### src/rtl/ssd_scan_decoder_if.sv
// Bus bundle for the seven-segment scan decoder: sampled display inputs
// (driven by the master) and decoded results (driven by the decoder).
interface ssd_scan_decoder_if #(
  parameter int DIGITS = 4
);
  localparam int IW = (DIGITS > 1) ? $clog2(DIGITS) : 1;

  logic                  sample_en;
  logic [DIGITS-1:0]     an;
  logic [6:0]            seg;
  logic [4*DIGITS-1:0]   digits_out;
  logic [DIGITS-1:0]     digit_valid;
  logic                  frame_valid;
  logic                  err;
  logic [IW-1:0]         err_digit;

  modport master (
    output sample_en, an, seg,
    input  digits_out, digit_valid, frame_valid, err, err_digit
  );

  modport slave (
    input  sample_en, an, seg,
    output digits_out, digit_valid, frame_valid, err, err_digit
  );
endinterface

### src/rtl/ssd_scan_decoder.sv
// Samples a multiplexed active-low 7-segment bus, debounces each digit
// pattern and decodes stable patterns back to hex nibbles with frame/error flags.
module ssd_scan_decoder #(
  parameter int DIGITS     = 4,
  parameter int STABLE_CNT = 3
) (
  input  logic clk,
  input  logic rst_n,
  ssd_scan_decoder_if.slave bus
);
  localparam int         IW       = (DIGITS > 1) ? $clog2(DIGITS) : 1;
  localparam logic [3:0] STABLE_C = STABLE_CNT[3:0];

  typedef enum logic [1:0] {IDLE = 2'd0, TRACK = 2'd1, HELD = 2'd2} state_e;

  state_e                state_q, state_d;
  logic [3:0]            cnt_q, cnt_d;
  logic [IW-1:0]         cidx_q, cidx_d;
  logic [6:0]            cseg_q, cseg_d;
  logic [4*DIGITS-1:0]   digits_q, digits_d;
  logic [DIGITS-1:0]     valid_q, valid_d;
  logic [DIGITS-1:0]     seen_q, seen_d;
  logic                  frame_q, frame_d;
  logic                  err_q, err_d;
  logic [IW-1:0]         err_digit_q, err_digit_d;

  logic [7:0]            zeros_s;
  logic [IW-1:0]         idx_s;
  logic                  match_s;
  logic                  start_s;
  logic                  commit_s;
  logic [5:0]            dec_s;
  logic [DIGITS-1:0]     mask_s;

  // Returns {legal, blank, nibble} for an active-low segment code.
  function automatic logic [5:0] decode_seg(input logic [6:0] s);
    case (s)
      7'h40:   decode_seg = {2'b10, 4'h0};
      7'h79:   decode_seg = {2'b10, 4'h1};
      7'h24:   decode_seg = {2'b10, 4'h2};
      7'h30:   decode_seg = {2'b10, 4'h3};
      7'h19:   decode_seg = {2'b10, 4'h4};
      7'h12:   decode_seg = {2'b10, 4'h5};
      7'h02:   decode_seg = {2'b10, 4'h6};
      7'h78:   decode_seg = {2'b10, 4'h7};
      7'h00:   decode_seg = {2'b10, 4'h8};
      7'h10:   decode_seg = {2'b10, 4'h9};
      7'h08:   decode_seg = {2'b10, 4'hA};
      7'h03:   decode_seg = {2'b10, 4'hB};
      7'h46:   decode_seg = {2'b10, 4'hC};
      7'h21:   decode_seg = {2'b10, 4'hD};
      7'h06:   decode_seg = {2'b10, 4'hE};
      7'h0E:   decode_seg = {2'b10, 4'hF};
      7'h7F:   decode_seg = {2'b01, 4'h0};
      default: decode_seg = {2'b00, 4'h0};
    endcase
  endfunction

  // Count low enables and locate the selected digit.
  always_comb begin
    zeros_s = 8'd0;
    idx_s   = '0;
    for (int i = 0; i < DIGITS; i++) begin
      if (!bus.an[i]) begin
        zeros_s = zeros_s + 8'd1;
        idx_s   = IW'(i);
      end else begin
        zeros_s = zeros_s;
      end
    end
  end

  // Debounce FSM, commit decode and frame/error generation.
  always_comb begin
    state_d     = state_q;
    cnt_d       = cnt_q;
    cidx_d      = cidx_q;
    cseg_d      = cseg_q;
    digits_d    = digits_q;
    valid_d     = valid_q;
    seen_d      = seen_q;
    frame_d     = 1'b0;
    err_d       = 1'b0;
    err_digit_d = err_digit_q;
    start_s     = 1'b0;
    commit_s    = 1'b0;
    match_s     = (idx_s == cidx_q) && (bus.seg == cseg_q);
    dec_s       = decode_seg(bus.seg);
    mask_s      = seen_q;

    if (!bus.sample_en) begin
      state_d = state_q;
    end else if (zeros_s == 8'd0) begin
      state_d = IDLE;
      cnt_d   = 4'd0;
    end else if (zeros_s > 8'd1) begin
      err_d   = 1'b1;
      state_d = IDLE;
      cnt_d   = 4'd0;
    end else begin
      case (state_q)
        IDLE:  start_s = 1'b1;
        TRACK: begin
          if (!match_s) begin
            start_s = 1'b1;
          end else if (cnt_q + 4'd1 >= STABLE_C) begin
            cnt_d    = STABLE_C;
            commit_s = 1'b1;
            state_d  = HELD;
          end else begin
            cnt_d = cnt_q + 4'd1;
          end
        end
        HELD: begin
          if (!match_s) begin
            start_s = 1'b1;
          end else begin
            state_d = HELD;
          end
        end
        default: begin
          state_d = IDLE;
          cnt_d   = 4'd0;
        end
      endcase

      if (start_s) begin
        cidx_d = idx_s;
        cseg_d = bus.seg;
        cnt_d  = 4'd1;
        if (STABLE_CNT == 1) begin
          commit_s = 1'b1;
          state_d  = HELD;
        end else begin
          state_d = TRACK;
        end
      end else begin
        cidx_d = cidx_q;
      end
    end

    // The committed pattern always equals the live segment bus this cycle.
    if (commit_s) begin
      if (dec_s[5]) begin
        digits_d[{idx_s, 2'b00} +: 4] = dec_s[3:0];
        valid_d[idx_s]                = 1'b1;
      end else if (dec_s[4]) begin
        digits_d[{idx_s, 2'b00} +: 4] = 4'h0;
        valid_d[idx_s]                = 1'b0;
      end else begin
        valid_d[idx_s] = 1'b0;
        err_d          = 1'b1;
        err_digit_d    = idx_s;
      end
      mask_s[idx_s] = 1'b1;
      if (&mask_s) begin
        frame_d = 1'b1;
        seen_d  = '0;
      end else begin
        seen_d = mask_s;
      end
    end else begin
      seen_d = seen_q;
    end
  end

  // State and output registers with synchronous active-low reset.
  always_ff @(posedge clk) begin
    if (!rst_n) begin
      state_q     <= IDLE;
      cnt_q       <= 4'd0;
      cidx_q      <= '0;
      cseg_q      <= 7'h00;
      digits_q    <= '0;
      valid_q     <= '0;
      seen_q      <= '0;
      frame_q     <= 1'b0;
      err_q       <= 1'b0;
      err_digit_q <= '0;
    end else begin
      state_q     <= state_d;
      cnt_q       <= cnt_d;
      cidx_q      <= cidx_d;
      cseg_q      <= cseg_d;
      digits_q    <= digits_d;
      valid_q     <= valid_d;
      seen_q      <= seen_d;
      frame_q     <= frame_d;
      err_q       <= err_d;
      err_digit_q <= err_digit_d;
    end
  end

  assign bus.digits_out  = digits_q;
  assign bus.digit_valid = valid_q;
  assign bus.frame_valid = frame_q;
  assign bus.err         = err_q;
  assign bus.err_digit   = err_digit_q;
endmodule

### src/flat_wrapper.sv
// flat-port wrapper written by rule: the top's interface ports become plain ports
module ssd_scan_decoder_flat 
#(
  parameter int DIGITS     = 4,
  parameter int STABLE_CNT = 3
)
  (clk, rst_n, bus_sample_en, bus_an, bus_seg, bus_digits_out, bus_digit_valid, bus_frame_valid, bus_err, bus_err_digit);
  ssd_scan_decoder_if #(.DIGITS(DIGITS)) bus_i ();
  input  logic clk;
  input  logic rst_n;
  input wire logic [$bits(bus_i.sample_en)-1:0] bus_sample_en;
  input wire logic [$bits(bus_i.an)-1:0] bus_an;
  input wire logic [$bits(bus_i.seg)-1:0] bus_seg;
  output wire logic [$bits(bus_i.digits_out)-1:0] bus_digits_out;
  output wire logic [$bits(bus_i.digit_valid)-1:0] bus_digit_valid;
  output wire logic [$bits(bus_i.frame_valid)-1:0] bus_frame_valid;
  output wire logic [$bits(bus_i.err)-1:0] bus_err;
  output wire logic [$bits(bus_i.err_digit)-1:0] bus_err_digit;
  assign bus_i.sample_en = bus_sample_en;
  assign bus_i.an = bus_an;
  assign bus_i.seg = bus_seg;
  assign bus_digits_out = bus_i.digits_out;
  assign bus_digit_valid = bus_i.digit_valid;
  assign bus_frame_valid = bus_i.frame_valid;
  assign bus_err = bus_i.err;
  assign bus_err_digit = bus_i.err_digit;
  ssd_scan_decoder #(.DIGITS(DIGITS), .STABLE_CNT(STABLE_CNT)) u_core (.clk(clk), .rst_n(rst_n), .bus(bus_i));
endmodule
### config.mk
export PLATFORM = sky130hd
export DESIGN_NAME = ssd_scan_decoder_flat
export DESIGN_NICKNAME = d
export VERILOG_FILES = /design/src/rtl/ssd_scan_decoder_if.sv /design/src/rtl/ssd_scan_decoder.sv /design/src/flat_wrapper.sv
export SDC_FILE = /design/constraint.sdc
export NUM_CORES = 1
export LEC_CHECK = 0
export CAP_MARGIN = 5
export CORE_MARGIN = 5
export CORE_UTILIZATION = 35
export CTS_BUF_LIST = sky130_fd_sc_hd__clkbuf_4 sky130_fd_sc_hd__clkbuf_8
export DETAILED_ROUTE_END_ITERATION = 10
export SLEW_MARGIN = 20
export SYNTH_ARGS = -nofsm -noshare
export SYNTH_HDL_FRONTEND = slang
export SYNTH_SLANG_ARGS = --single-unit
### constraint.sdc
create_clock -name clk -period 7.15 [get_ports clk]
set_input_delay 1.43 -clock clk [delete_from_list [all_inputs] [get_ports clk]]
set_output_delay 1.43 -clock clk [all_outputs]
set_load 0.02 [all_outputs]
# Yosys cells after proc, flatten, opt, wreduce, memory -nomap -nowiden
# Index checks and enable logic that the tools add are counted.
# Widths: inputs -> output; s select.
[totals]
register_bits = 43
input_bits = 14
out_inout_bits = 24
[op_classes]
addsub = 5
n_lt_le_gt_ge = 4
n_eq_ne = 25
shift = 3
n_mux = 47
bitwise = 8
reduce_logical = 15
[ops]
columns = ["cell", "n"]
rows = [
  ["$pmux 6 s17", 1],
  ["$eq 7x7->1 const B", 5],
  ["$bwmux 16", 2],
  ["$mux 16", 2],
  ["$mux 4", 7],
  ["$mux 8", 3],
  ["$eq 7x5->1 const B", 3],
  ["$eq 7x6->1 const B", 3],
  ["$mux 1", 20],
  ["$add 8x1->8 const B", 2],
  ["$mux 2", 8],
  ["$shift 4x6->16 const A", 1],
  ["$shiftx 4x6->16", 1],
  ["$shiftx 4x6->16 const A", 1],
  ["$ne 5x1->1 const B", 3],
  ["$eq 7x2->1 const B", 2],
  ["$eq 7x4->1 const B", 2],
  ["$gt 8x1->1 const B", 1],
  ["$logic_not 8->1", 1],
  ["$ne 4x1->1 const B", 2],
  ["$or 4x4->4", 2],
  ["$pmux 4 s2", 1],
  ["$reduce_and 4->1", 2],
  ["$eq 7x3->1 const B", 1],
  ["24 further kinds", 31],
]

# Logic depth before layout (Yosys ltp)
# Gate-level depths: netlist of the first run.
[depth]
ltp_word = 14
ltp_mapped = 13
depth_no_buf = 12

# Least setup slack after synthesis of the first run
# Ideal clock, no wire load.
[synth_timing]
kind = "input-to-reg"
from = "in bus_an[0]"
to = "reg u_core.err_digit_q[1] (netlist: u_core.bus.err_digit[1])"
arrival_time_ns = 3.728
path_slack_ns = 3.307
path_stages = 11
path_buffers = 0
path_cell_list = "inv_1 ha_1 xnor2_1 ha_1 or3_1 o211ai_2 nand4_4 nor4_4 and3_2 nor2_1 a31o_1"
[synth_via]
elab_chain_len = 12
[synth_rtl]
columns = ["item", "line", "rtl"]
rows = [
  ["start: declaration", "flat_wrapper.sv:12", "input wire logic [$bits(bus_i.an)-1:0] bus_an;"],
  ["$mux 1 (*)", "ssd_scan_decoder.sv:64", "if (!bus.an[i]) begin"],
  ["$add 1x1->2", "ssd_scan_decoder.sv:65", "zeros_s = zeros_s + 8'd1;"],
  ["$mux 8 (*)", "ssd_scan_decoder.sv:64", ""],
  ["$add 8x1->8", "ssd_scan_decoder.sv:65", ""],
  ["$mux 8 (*)", "ssd_scan_decoder.sv:64", ""],
  ["$add 8x1->8", "ssd_scan_decoder.sv:65", ""],
  ["$mux 8 (*)", "ssd_scan_decoder.sv:64", ""],
  ["$gt 8x1->1", "ssd_scan_decoder.sv:96", "end else if (zeros_s > 8'd1) begin"],
  ["$mux 1", "ssd_scan_decoder.sv:96", ""],
  ["$mux 1 (*)", "ssd_scan_decoder.sv:93", "end else if (zeros_s == 8'd0) begin"],
  ["$mux 1 (*)", "ssd_scan_decoder.sv:91", "if (!bus.sample_en) begin"],
  ["$reduce_and 3->1 (no line) (*)", "--", ""],
  ["end signal: assignment", "ssd_scan_decoder.sv:190", "err_digit_q <= err_digit_d;"],
  ["end: declaration", "ssd_scan_decoder.sv:25", "logic [IW-1:0] err_digit_q, err_digit_d;"],
]
# Every way passes the cells marked *; elsewhere a longest branch is shown, timed or not.
# A chain may end at the register's enable or synchronous reset.

# Worst setup path after layout of the first run
# Same ends and word-level chain as after synthesis.

==> summary.txt, run 1 <==
Outcome
  – Status: complete, no violations

Timing
  – Slew margin rel.: 0.414
  – Skew final: 0.00441 ns
  – Final hold vios: 0
  – RSZ-0062 raised after global routing: no
  – Tcrit/Tclk final: 0.640
  – Setup TNS: 0 ns
  – # setup viols final: 0
  – Fmax: 0.218 GHz
  – Fin crit period: 4.58 ns
  – Worst Max-Slew Pin Slew: 0.868 ns
  – Final Max Slew Viols: 0

Placed design
  – Placed wire-length estimate: 4620 microns
  – PortBufs: 37
  – Final RePlAce weighted congestion: 0.817
  – Placed instance count: 462

Route
  – DR iter-0 viols: 122
  – Final wirelength: 6110 microns
  – First drt pass iteration count: 4
  – WL/cell: 13.0 microns
  – Final ANT Viol Nets: 0
  – Via count: 2362
  – Vias per cell: 5.03
  – # DRC: 0

Yosys
  – Most used flip-flop cell after synthesis: dfxtp_1
  – Async set-reset flop share out of synthesis: 0
  – Mapped Area: 0.00280 sq mm
  – Post-synthesis register bit count: 43
  – Distinct cells, synth: 61
  – Synth Area per Inst: 8.18 sq um
  – Synth warn: 0
  – Cell count after synthesis: 342
  – Post-Syn Nets: 374
  – Register area share after synthesis: 0.308
  – EDFF count, synth: 0

Pwr
  – Sw Pwr: 142 uW
  – Flop pwr share: 0.462
  – P_leak: 1.28 nW
  – Pint: 395 uW
  – Sw frac: 0.264
  – Clock power frac: 0.365
  – VDD IR max: 71.2 uV
  – PD cells: 162 mW/mm^2
  – Logic pwr share: 0.173

Die
  – Initial Util: 0.360
  – I/O pin count: 38
  – Row cnt: 32
  – Total die area: 0.00988 sq mm
  – Chip Width: 99.4 microns
  – Die H: 99.4 microns
  – Core ar.: 0.00777 sq mm

Final layout
  – NumNets Final: 399
  – Multi-input logic area: 0.00179 sq mm
  – Share of layout cells above drive strength 1: 0.0761
  – Ant diodes: 0
  – Final cell count without fillers: 470
  – Syn-to-layout area delta: 18.8%
  – Sequential Area: 861 sq um
  – FILL cells: 798

Setup path
  – Reg-to-reg startpoint: u_core.cnt_q[1]
  – R2r setup slk: 4.68 ns
  – Critical Path AT: 4.77 ns
  – Critical Path Sink Type: flip-flop
  – WP data required: 7.35 ns
  – Cell repeated most along the worst path: ha_1
  – Critical Path Start Type: input pin
  – Setup CP Type: in2reg
  – Slowest stage delay, CP: 0.79 ns
  – Worst r2r path cells: 8
  – CP Max Fanout: 14
  – CP max-delay cell: nor4_4
  – CP bufs+invs: 2
  – CP cell instances: clkdlybuf4s50_1 -> inv_1 -> ha_1 -> xnor2_1 -> ha_1 -> or3_1 -> o211ai_2 -> nand4_4 -> nor4_4 -> and3_2 -> nor2_1 -> a31o_1
  – Delay-heaviest family, CP: simple AND/OR/NAND/NOR gates
  – Worst R2R End: u_core.bus.err_digit[1]

Global route
  – GRT Overall Usage: 0.127
  – Initial antenna violation count: 0
  – Vias in the first global route: 2221
  – GRT overflow: 0
  – First-pass GRT wire length: 10400 microns
  – Largest net degree at the start of global routing: 32

CTS
  – Cts hold-fix bufs: 0
  – CTS Sinks: 43
  – Post-CTS Resized: 0
  – H-tree levels: 2
  – Clk pin slew, worst setup/hold paths: 0.08 ns
  – CTS buffer count: 5
  – Clk Latency, worst-skew pair: 0.29 ns
  – Root buffer cell: clkbuf_8
  – TritonCTS clock tree: done
  – Clock tree buffer depth: 2
  – Setup Buffers After CTS: 0

Min path
  – Worst hold path depth: 2
  – Min-delay worst type: reg2reg

Flow run
  – Maxcap violations: 0
## Yosys cell counts (all sizes together), types with 3 or more instances
| cell type | number | share of area |
|---|---|---|
| xor2 | 4 | 0.013 |
| clkbuf | 11 | 0.015 |
| a21oi | 19 | 0.034 |
| nor2 | 30 | 0.040 |
| nand2b | 4 | 0.0089 |
| nand3 | 15 | 0.037 |
| nand3b | 5 | 0.013 |
| a211oi | 5 | 0.013 |
| nor3 | 7 | 0.013 |
| o21ai | 10 | 0.018 |
| mux2i | 25 | 0.089 |
| ha | 18 | 0.081 |
| xnor2 | 9 | 0.031 |
| dfxtp | 43 | 0.31 |
| and3 | 7 | 0.016 |
| a31oi | 4 | 0.0089 |
| inv | 11 | 0.015 |
| buf | 10 | 0.022 |
| nand2 | 61 | 0.083 |
| o22ai | 3 | 0.0067 |
| nor3b | 5 | 0.013 |
## kinds of logic (layout without fill, tap and decap cells)
kind of cell / after synthesis / count (layout) / share of synthesized area
compound gates: 59 / 59 / 0.140
fa+ha+maj: 18 / 18 / 0.0805
buf+inv: 33 / 59 / 0.0532
flops: 43 / 43 / 0.308
simple gates: 150 / 150 / 0.281
mux: 26 / 26 / 0.0935
xor+xnor: 13 / 13 / 0.0434
## registers in the layout, summed over array words and instances, names as in the netlist, named ones only
signal / flops
u_core.seen_q: 4
u_core.bus.err: 1
u_core.cnt_q: 4
u_core.cseg_q: 7
u_core.state_q: 2
u_core.bus.digits_out: 16
u_core.cidx_q: 2
u_core.bus.err_digit: 2
u_core.bus.frame_valid: 1
## through the flow
step,setup slack [ns],util,area (sq um),hold slack [ns],total power [mW]
detailed placement,2.24,0.413,3210,0.449,0.347
global route,2.37,0.428,3320,0.494,0.562
floorplan,3.31,-,2800,0.437,0.325
global placement,2.34,0.413,3210,0.449,0.346
CTS,2.57,0.428,3320,0.461,0.543
finish,2.57,0.428,3320,0.463,0.537
## layout make-up
cell class	count	area share
sequential	43	0.259
tap	102	0.0384
multi-input combinational	266	0.538
timing repair buffer	39	0.116
clock buffer	6	0.0248
inverter	12	0.0136
clock inverter	2	0.0105
## layout by cell type (no fill, tap or decap), types with 2 or more instances in the layout
cell type / Yosys / final
clkdlybuf4s50_1: 0 / 37
nor3b_1: 5 / 5
o22ai_1: 3 / 3
a31oi_1: 4 / 4
mux2i_1: 25 / 25
clkbuf_8: 0 / 6
ha_1: 18 / 18
xnor2_1: 8 / 8
and3_1: 6 / 6
a21oi_1: 19 / 19
nand2b_1: 4 / 4
nand2_1: 60 / 60
nor3_1: 7 / 7
a311o_1: 2 / 2
nor2b_1: 2 / 2
nand3_1: 11 / 11
o21a_1: 2 / 2
nand3_2: 3 / 3
a211oi_1: 5 / 5
nor2_1: 30 / 30
inv_1: 11 / 11
nand3b_1: 5 / 5
o21ai_0: 9 / 9
o221ai_1: 2 / 2
dfxtp_1: 43 / 43
xor2_1: 4 / 4
or3_1: 2 / 2
buf_4: 1 / 2
## power groups by stage
stage | Clock [mW] | Combinational [mW] | Sequential (mW)
detailed placement | 0 | 0.0931 | 0.254
finish | 0.196 | 0.0929 | 0.248
CTS | 0.201 | 0.0935 | 0.248
floorplan | 0 | 0.0712 | 0.254
global placement | 0 | 0.0923 | 0.254
global route | 0.209 | 0.104 | 0.249
## how the worst max path moves through the flow
stage | startpoint | to | slack [ns] | cells after the start
floorplan | bus_an[0] | u_core.bus.err_digit[1] | 3.31 | 11
CTS | bus_an[0] | u_core.bus.err_digit[1] | 2.57 | 12
global route | bus_an[1] | u_core.bus.err_digit[1] | 2.37 | 12
global placement | bus_an[0] | u_core.bus.err_digit[1] | 2.34 | 12
finish | bus_an[0] | u_core.bus.err_digit[1] | 2.57 | 12
detailed placement | bus_an[0] | u_core.bus.err_digit[1] | 2.24 | 12
## worst register-to-register path, cell delays in order (launching register included)
cell,delay (ns)
dfxtp_1,0.42
ha_1,0.20
nor3_1,0.05
a41oi_1,0.25
o21ai_0,0.21
nor4_4,0.67
and3_2,0.35
nor2_1,0.06
a31o_1,0.17
## layer usage
| layer | vias up | wire, microns | global-route usage |
|---|---|---|---|
| met5 | - | 0 | 0 |
| met4 | 0 | 65 | 0.0326 |
| met3 | 5 | 150 | 0.0259 |
| met2 | 23 | 2990 | 0.221 |
| met1 | 1098 | 2910 | 0.160 |
| li1 | 1236 | - | - |
No activity file was read; power rests on OpenSTA's default activity.
==> run 2, diff against run 1 <==
==> constraint.sdc (replaced) <==
create_clock -name clk -period 4 [get_ports clk]
set_input_delay 0.8 -clock clk [delete_from_list [all_inputs] [get_ports clk]]
set_output_delay 0.8 -clock clk [all_outputs]
set_load 0.02 [all_outputs]
==> summary.txt, run 2 (synthesis results as in run 1) <==
Outcome
  – Status: complete, no violations (unchanged)

Final layout
  – Commonest non-fill, non-tap cell in the layout: nand2_1 (unchanged)
  – Post-layout util: 0.432 (was 0.428)
  – Syn-to-layout area delta: 20.0% (was 18.8%)
  – Final cell count without fillers: 478 (was 470)
  – FILL cells: 835 (was 798)
  – Ant diodes: 0 (unchanged)
  – Max reg flops: 16 (unchanged)
  – Most frequent cells in the layout: nand2_1 (60), dfxtp_1 (43), clkdlybuf4s50_1 (37) (unchanged)
  – NumNets Final: 407 (was 399)
  – Share of layout cells above drive strength 1: 0.0957 (was 0.0761)

CTS
  – Clock tree buffer depth: 2 (unchanged)
  – CTS buffer count: 5 (unchanged)
  – Cts hold-fix bufs: 0 (unchanged)
  – CTS Sinks: 43 (unchanged)
  – TritonCTS clock tree: done (unchanged)
  – Clk Latency, worst-skew pair: 0.30 ns (was 0.29 ns)
  – Root buffer cell: clkbuf_8 (unchanged)
  – Clk pin slew, worst setup/hold paths: 0.08 ns (about the same)
  – H-tree levels: 2 (unchanged)
  – Setup Buffers After CTS: 0 (unchanged)
  – Post-CTS Resized: 0 (unchanged)

Pwr
  – VDD IR max: 132 uV (was 71.2 uV)
  – P_leak: 1.31 nW (was 1.28 nW)
  – PD cells: 268 mW/mm^2 (was 162 mW/mm^2)

Die
  – I/O pin count: 38 (unchanged)
  – Total die area: 0.00988 sq mm (unchanged)
  – Die H: 99.4 microns (unchanged)
  – Core ar.: 0.00777 sq mm (unchanged)
  – Row cnt: 32 (unchanged)
  – Chip Width: 99.4 microns (unchanged)
  – Initial Util: 0.360 (unchanged)

Route
  – Final ANT Viol Nets: 0 (unchanged)
  – Final wirelength: 6340 microns (was 6110 microns)
  – DR iter-0 viols: 162 (was 122)
  – # DRC: 0 (unchanged)
  – First drt pass iteration count: 4 (unchanged)
  – Vias per cell: 5.02 (was 5.03)
  – WL/cell: 13.3 microns (was 13.0 microns)
  – Via count: 2398 (was 2362)

Timing
  – # setup viols final: 0 (unchanged)
  – Final hold vios: 0 (unchanged)
  – Hold Slack: 0.458 ns (was 0.463 ns)
  – Slew margin rel.: 0.618 (was 0.414)
  – RSZ-0062 raised after global routing: no (unchanged)
  – Tcrit/Tclk final: 0.874
  – Skew final: 0.00826 ns (was 0.00441 ns)
  – Final Max Slew Viols: 0 (unchanged)
  – Setup TNS: 0 ns (unchanged)
  – Worst Max-Slew Pin Slew: 0.571 ns (was 0.868 ns)
  – Fin crit period: 3.50 ns
  – Fmax: 0.286 GHz

Global route
  – Initial antenna violation count: 0 (unchanged)
  – Largest net degree at the start of global routing: 32 (unchanged)
  – Vias in the first global route: 2374 (was 2221)
  – First-pass GRT wire length: 10900 microns (was 10400 microns)
  – GRT overflow: 0 (unchanged)
  – GRT Overall Usage: 0.131 (was 0.127)

Setup path
  – WP data required: 4.18 ns (was 7.35 ns)
  – CP Max Fanout: 13 (was 14)
  – Critical Path Sink Type: flip-flop (unchanged)
  – Critical Path AT: 3.68 ns (was 4.77 ns)
  – Setup CP Type: in2reg (unchanged)
  – Critical Path Start Type: input pin (unchanged)

Placed design
  – Final RePlAce weighted congestion: 0.872 (was 0.817)
  – Placed wire-length estimate: 4830 microns (was 4620 microns)
  – Placed instance count: 470 (was 462)
  – PortBufs: 37 (unchanged)

Flow run
  – Maxcap violations: 0 (unchanged)

Min path
  – Min-delay worst type: reg2reg (unchanged)
run 2: worst max-delay path, stage by stage:
cell and delay, ns:
clkdlybuf4s50_1 0.50, inv_1 0.07, ha_1 0.34, xnor2_1 0.16, ha_1 0.30, or3_1 0.32
o211ai_2 0.11, nand4_4 0.15, nor4_4 0.32, buf_4 0.26, nand3_2 0.18, mux2i_1 0.16
run 2: cell type report:
cell class,instances,area [sq um],share of cell area
flip-flops and latches,43,861,0.257
repair buffers,47,445,0.133
inverters,12,45.0,0.0134
clock buffers,6,76.3,0.0228
multi-input cells,266,1790,0.533
clock inverters,2,12.5,0.00373
well taps,102,128,0.0380
run 2: final timing paths:
path	from	end	slack, ns	depth (start not counted)
worst min register to register	flip-flop	flip-flop	0.46	2
worst max-delay path	bus_an[1]	u_core.bus.digits_out[0]	0.50	12
worst min-delay path	flip-flop	flip-flop	0.46	2
worst max register to register	u_core.cseg_q[3]	u_core.cnt_q[0]	1.80	7
run 2: per-layer routing:
metal	GRT usage	up-vias	routed length [microns]
li1	-	1253	-
met2	0.226	23	3030
met3	0.0266	7	160
met1	0.167	1115	3090
met4	0.0347	0	60
met5	0	-	0
run 2: report_power, final:
part	total, mW	internal, mW	switching [mW]
logic	0.172	0.0720	0.0995
registers	0.444	0.437	0.00705
clock network	0.282	0.129	0.153
run 2: per-stage QoR:
| step | area, sq um | setup WS (ns) | power [mW] |
|---|---|---|---|
| final | 3350 | 0.504 | 0.898 |
| after global routing | 3350 | 0.324 | 0.947 |
| after CTS | 3350 | 0.486 | 0.908 |
| after detailed placement | 3270 | 0.169 | 0.626 |
| after global placement | 3270 | 0.266 | 0.624 |
| after floorplan | 2800 | 0.787 | 0.581 |
==> run 3, diff against run 2 <==
--- a/config.mk
+++ b/config.mk
@@ -5,7 +5,7 @@
 export SDC_FILE = /design/constraint.sdc
 export NUM_CORES = 1
 export LEC_CHECK = 0
-export CAP_MARGIN = 5
+export CAP_MARGIN = 20
 export CORE_MARGIN = 5
 export CORE_UTILIZATION = 35
 export CTS_BUF_LIST = sky130_fd_sc_hd__clkbuf_4 sky130_fd_sc_hd__clkbuf_8
==> results of run 3 <==
Final layout, timing and power as in run 2 (identical DEF).
==> patch 1: new RTL, settings of run 3 <==
`DIGITS` is set to 4 in 3 places; all go to 8.
--- a/src/rtl/ssd_scan_decoder_if.sv
+++ b/src/rtl/ssd_scan_decoder_if.sv
@@ -1,7 +1,7 @@
 // Bus bundle for the seven-segment scan decoder: sampled display inputs
 // (driven by the master) and decoded results (driven by the decoder).
 interface ssd_scan_decoder_if #(
-  parameter int DIGITS = 4
+  parameter int DIGITS = 8
 );
   localparam int IW = (DIGITS > 1) ? $clog2(DIGITS) : 1;
 
--- a/src/rtl/ssd_scan_decoder.sv
+++ b/src/rtl/ssd_scan_decoder.sv
@@ -1,7 +1,7 @@
 // Samples a multiplexed active-low 7-segment bus, debounces each digit
 // pattern and decodes stable patterns back to hex nibbles with frame/error flags.
 module ssd_scan_decoder #(
-  parameter int DIGITS     = 4,
+  parameter int DIGITS     = 8,
   parameter int STABLE_CNT = 3
 ) (
   input  logic clk,
--- a/src/flat_wrapper.sv
+++ b/src/flat_wrapper.sv
@@ -1,7 +1,7 @@
 // flat-port wrapper written by rule: the top's interface ports become plain ports
 module ssd_scan_decoder_flat 
 #(
-  parameter int DIGITS     = 4,
+  parameter int DIGITS     = 8,
   parameter int STABLE_CNT = 3
 )
   (clk, rst_n, bus_sample_en, bus_an, bus_seg, bus_digits_out, bus_digit_valid, bus_frame_valid, bus_err, bus_err_digit);
Ports: changed (resized bus_an, bus_digit_valid, bus_digits_out and bus_err_digit); port bits go from 38 to 63. No check against the original RTL was run, so the function may have changed too.
==> patch 1 against run 3 <==
- the run now ends with negative setup slack left
- area after synthesis grew 57%
- sequential power grew 61%
- via count rose by 91%
- combinational power increased to 6.7 times the old value
- cell area rose by 97%
- routed wire length is 110% higher
- synthesized cell count is 57% higher
- sequential cell count rose by 26
- power increased to 2.7 times the old value
- setup slack worse by 1500 ps
==> patch 1: results (changes against run 3) <==
set qor(starting_drt_drc_count) 316 ;# +95%
set qor(number_of_buffers_added_on_ports) 62 ;# +68%
set qor(violated_checks) {negative setup slack}
set qor(relSlewSlack) 0.567 ;# -0.0511
set qor(total_met3_wirelength_after_detailed_routing_microns) 608 ;# +280%
set qor(pin_count_of_the_biggest_net_entering_global_routing) 52 ;# +63%
set qor(ir_drop_uv) 178 ;# +35%
set qor(netlist_top_cells_area) {dfxtp_1 31%, mux2i_1 8.0%, nand2_1 7.2%}
set qor(worst_skew_pair_latency_ps) 340 ;# +40 ps
set qor(peak_fanout_along_the_critical_path) 8 ;# -5
set qor(detailroute.wirelength.met2_microns) 6540 ;# +120%
set qor(via_per_inst) 5.27 ;# +5.1%
set qor(globalRouteMet3Util) 0.0334 ;# +0.00678
set qor(status) {finished, violations left}
set qor(grt_usage) 0.175 ;# +0.0438
set qor(critical_path_arrival_ps) 5230 ;# +1550 ps
set qor(critical-path-top-delay-family) {compound AO/OA/AOI/OAI gates}
set qor(cts_resized) 56 ;# +56
set qor(fin_worst_hold_slack_ps) 457 ;# -1.80 ps
set qor(timing.final.setup_violations) 69 ;# +69
set qor(intPower_mw) 1.64 ;# +160%
set qor(area_of_placed_instances_sq_um) 5890 ;# +80%
set qor(place.detailed.instances) 822 ;# +75%
set qor(average_wire_per_cell_in_the_routed_design_microns) 15.3 ;# +15%
set qor(gr-usage-met1) 0.224 ;# +0.0578
set qor(fin_worst_skew_ps) 10.7 ;# +2.46 ps
set qor(power_leakage_nw) 2.63 ;# +100%
set qor(worst-r2r-setup-slack_ps) 940 ;# -860 ps
set qor(m1WireLength_microns) 5870 ;# +90%
set qor(cpMaxStageDelayCell) {or4_4}
set qor(cts_inserted_buffers) 9 ;# +4
set qor(grtUsageMet2) 0.300 ;# +0.0743
set qor(dp_hpwl_microns) 9540 ;# +97%
set qor(grt_pass1_vias) 4504 ;# +90%
set qor(synth-xor-area-share) 0.0469 ;# +0.00350
set qor(grt_first_pass_wirelength_microns) 21400 ;# +96%
set qor(place_congestion) 0.845 ;# -3.1%
set qor(synth.avg_cell_area_sq_um) 8.18 ;# about the same
set qor(synth_compound_gate_area_share) 0.173 ;# +0.0326
set qor(critical_path.max_stage_delay_ps) 590 ;# +90 ps
set qor(drive_above_1_share) 0.286 ;# +0.191
set qor(layout_setup_ws_ps) -996 ;# -1500 ps
set qor(synthAdderAreaFrac) 0.0455 ;# -0.0351
set qor(synth_top_cells_by_count) {84 x nand2_1, 69 x dfxtp_1, 35 x mux2i_1}
set qor(syn_nets) 572 ;# +53%
set qor(pre_cts_ws_ps) -1970 ;# -2140 ps
set qor(final-instance-count-excl-fill) 867 ;# +81%
set qor(fin_nets) 724 ;# +78%
## patch 1: cell count changes in the layout (fill, tap and decap cells not counted), moves of 8 or more
cell,run 3,this run
buf_4,10,96
dfxtp_1,43,69
nand2_1,60,83
clkdlybuf4s50_1,37,57
nand4_1,0,19
o21ai_1,1,17
inv_1,11,24
mux2i_1,25,34
buf_12,0,8
buf_6,0,8
## patch 1: area by class of cell
class,instances,area (sq um)
flip-flops and latches,69,1380
well taps,172,215
fillers,1111,5860
inverters,30,133
clock inverters,5,57.6
clock buffers,11,151
repair buffers,174,1620
multi-input cells,406,3050
## patch 1: power by group through the flow
stage / clock, mW / sequential [mW] / combinational, mW
after detailed placement: 0 / 0.733 / 0.799
after global placement: 0 / 0.733 / 0.782
after global routing: 0.633 / 0.719 / 1.23
final: 0.598 / 0.717 / 1.15
after floorplan: 0 / 0.732 / 0.448
after CTS: 0.609 / 0.717 / 1.06
==> patch 2: new RTL, flow settings as in run 3 <==
Without the edit above. Encoding of `state_e`: now one-hot (3 bits for 3 states).
--- a/src/rtl/ssd_scan_decoder.sv
+++ b/src/rtl/ssd_scan_decoder.sv
@@ -11,7 +11,7 @@
   localparam int         IW       = (DIGITS > 1) ? $clog2(DIGITS) : 1;
   localparam logic [3:0] STABLE_C = STABLE_CNT[3:0];
 
-  typedef enum logic [1:0] {IDLE = 2'd0, TRACK = 2'd1, HELD = 2'd2} state_e;
+  typedef enum logic [2:0] {IDLE = 3'b001, TRACK = 3'b010, HELD = 3'b100} state_e;
 
   state_e                state_q, state_d;
   logic [3:0]            cnt_q, cnt_d;
Function: no difference found for any inputs over 4 cycles, from zero or initial values and one cycle with rst_n low; so few cycles prove little.
==> patch 2 against run 3 <==
- via count grew 3.7%
- combinational power shrank 8%
- power grew 7.3%
- cell area grew 0.48%
- critical endpoint is now u_core.cnt_q[1]$_SDFFE_PN0P_
- routed wire length grew 7.3%
- area after synthesis grew 0.40%
- register-to-register slack lost 210 ps
- setup slack lost 49 ps
- cell count shrank 4.2%
- sequential cell count grew 1
==> patch 2: results (changes against run 3) <==
set qor(status) {complete, no violations}
set qor(place_congestion) 0.880 ;# +0.86%
set qor(clockBufferDepth) 2 ;# unchanged
set qor(pin_count_of_the_biggest_net_entering_global_routing) 24 ;# -25%
set qor(yosysWarningCount) 0 ;# unchanged
set qor(average_wire_per_cell_in_the_routed_design_microns) 14.9 ;# +12%
set qor(netlist_top_cells_area) {dfxtp_1 31%, mux2i_1 7.5%, ha_1 6.2%}
set qor(critical_path.reg2reg.startpoint) {u_core.cnt_q[0]$_SDFFE_PN0P_}
set qor(number_of_buffers_added_on_ports) 37 ;# unchanged
set qor(antenna_found_initial) 0 ;# unchanged
set qor(gr-usage-met1) 0.190 ;# +0.0228
set qor(globalRouteMet3Util) 0.0309 ;# +0.00421
set qor(cpMaxStageDelayCell) {clkdlybuf4s50_1}
set qor(cts_resized) 0 ;# unchanged
set qor(grt_usage) 0.139 ;# +0.00779
set qor(dominantRegCellSynth) {dfxtp_1}
set qor(ir_drop_uv) 126 ;# -4.4%
set qor(syn_nets) 351 ;# -6.1%
set qor(grt_pass1_vias) 2321 ;# -2.2%
set qor(synth-seq-area-share) 0.314 ;# +0.00590
set qor(fin_worst_skew_ps) 9.66 ;# +1.40 ps
set qor(critical_path_arrival_ps) 3780 ;# +100 ps
set qor(synth_top_cells_by_count) {44 x dfxtp_1, 41 x nand2_1, 21 x mux2i_1}
set qor(synth.distinct_cells) 67 ;# +9.8%
set qor(ctsHtreeMaxLevel) 2 ;# unchanged
set qor(dp_hpwl_microns) 5040 ;# +4.2%
set qor(p_sw_frac) 0.277 ;# -0.0128
set qor(grt_first_pass_wirelength_microns) 11300 ;# +3.7%
set qor(grtUsageMet2) 0.220 ;# -0.00568
set qor(drive_above_1_share) 0.0843 ;# -0.0115
set qor(critical-path-top-delay-family) {compound AO/OA/AOI/OAI gates}
set qor(starting_drt_drc_count) 124 ;# -23%
set qor(hold_path.startpoint) {u_core.seen_q[3]$_SDFFE_PN0N_}
set qor(power_leakage_nw) 1.31 ;# +0.40%
set qor(reg2reg_depth) 7 ;# unchanged
set qor(filler_cell_count) 792 ;# -5.1%
set qor(worstSetupStartpoint) {bus_an[1]}
set qor(relSlewSlack) 0.510 ;# -0.108
set qor(via_per_inst) 5.43 ;# +8.2%
set qor(fin_nets) 383 ;# -5.9%
set qor(peak_fanout_along_the_critical_path) 10 ;# -3
## patch 2: changes by cell type after synthesis, moves of 5 or more
cell	delta
a211oi_1	-5
nand2_1	-19
nand4_1	+5
o2bb2ai_1	+6
a21oi_1	-7
o21ai_0	-5
nor2_1	-22
or4_1	+5
nand3_1	-5
and2_1	+6
inv_1	+6
## patch 2: worst min-delay path, cell delays in order (launching register included)
cell and delay [ps]:
dfxtp_1 320, inv_1 50, a21oi_1 50
## patch 2: area by class of cell
cell class / instances / area share
clock inverters: 3 / 0.0137
repair buffers: 43 / 0.123
well taps: 102 / 0.0379
clock buffers: 5 / 0.0204
inverters: 18 / 0.0200
multi-input cells: 243 / 0.523
flip-flops and latches: 44 / 0.261
## patch 2: metrics by stage
stage	hold slack [ps]	instances	setup WS (ps)	area (sq um)
after detailed placement	440	450	125	3260
after floorplan	425	323	940	2810
after CTS	453	458	442	3370
after global placement	435	450	235	3260
final	454	458	455	3370
after global routing	481	458	229	3370
## patch 2: power by group through the flow
| stage | Clock, mW | Sequential (mW) | Combinational [mW] |
|---|---|---|---|
| 6_report | 0.352 | 0.453 | 0.159 |
| 3_5_place_dp | 0 | 0.463 | 0.158 |
| 2_1_floorplan | 0 | 0.461 | 0.115 |
| 5_1_grt | 0.381 | 0.454 | 0.176 |
| 4_1_cts | 0.360 | 0.453 | 0.159 |
| 3_3_place_gp | 0 | 0.463 | 0.157 |
## patch 2: kinds of logic (layout without fill, tap and decap cells)
| group | count (synthesis) | after routing | synth area share |
|---|---|---|---|
| flip-flops | 44 | 44 | 0.314 |
| AND/OR/NAND/NOR | 127 | 127 | 0.263 |
| adder cells (fa/ha/maj) | 14 | 14 | 0.0624 |
| XOR/XNOR | 11 | 11 | 0.0370 |
| AO/OA/AOI/OAI | 70 | 70 | 0.191 |
| multiplexers | 21 | 21 | 0.0749 |
| buffers and inverters | 36 | 69 | 0.0579 |
## patch 2: per-layer routing
metal | up-vias | wire length (microns)
met3 | 8 | 279
li1 | 1255 | -
met1 | 1167 | 3350
met4 | 0 | 83
met5 | - | 0
met2 | 57 | 3090
## patch 2: worst paths after layout
| path | endpoint | slack, ps |
|---|---|---|
| worst min register to register | u_core.seen_q[3]$_SDFFE_PN0N_ | 450 |
| worst max-delay path | u_core.cnt_q[1]$_SDFFE_PN0P_ | 450 |
| worst min-delay path | u_core.seen_q[3]$_SDFFE_PN0N_ | 450 |
| worst max register to register | u_core.bus.digits_out[3]$_SDFFE_PN0P_ | 1590 |
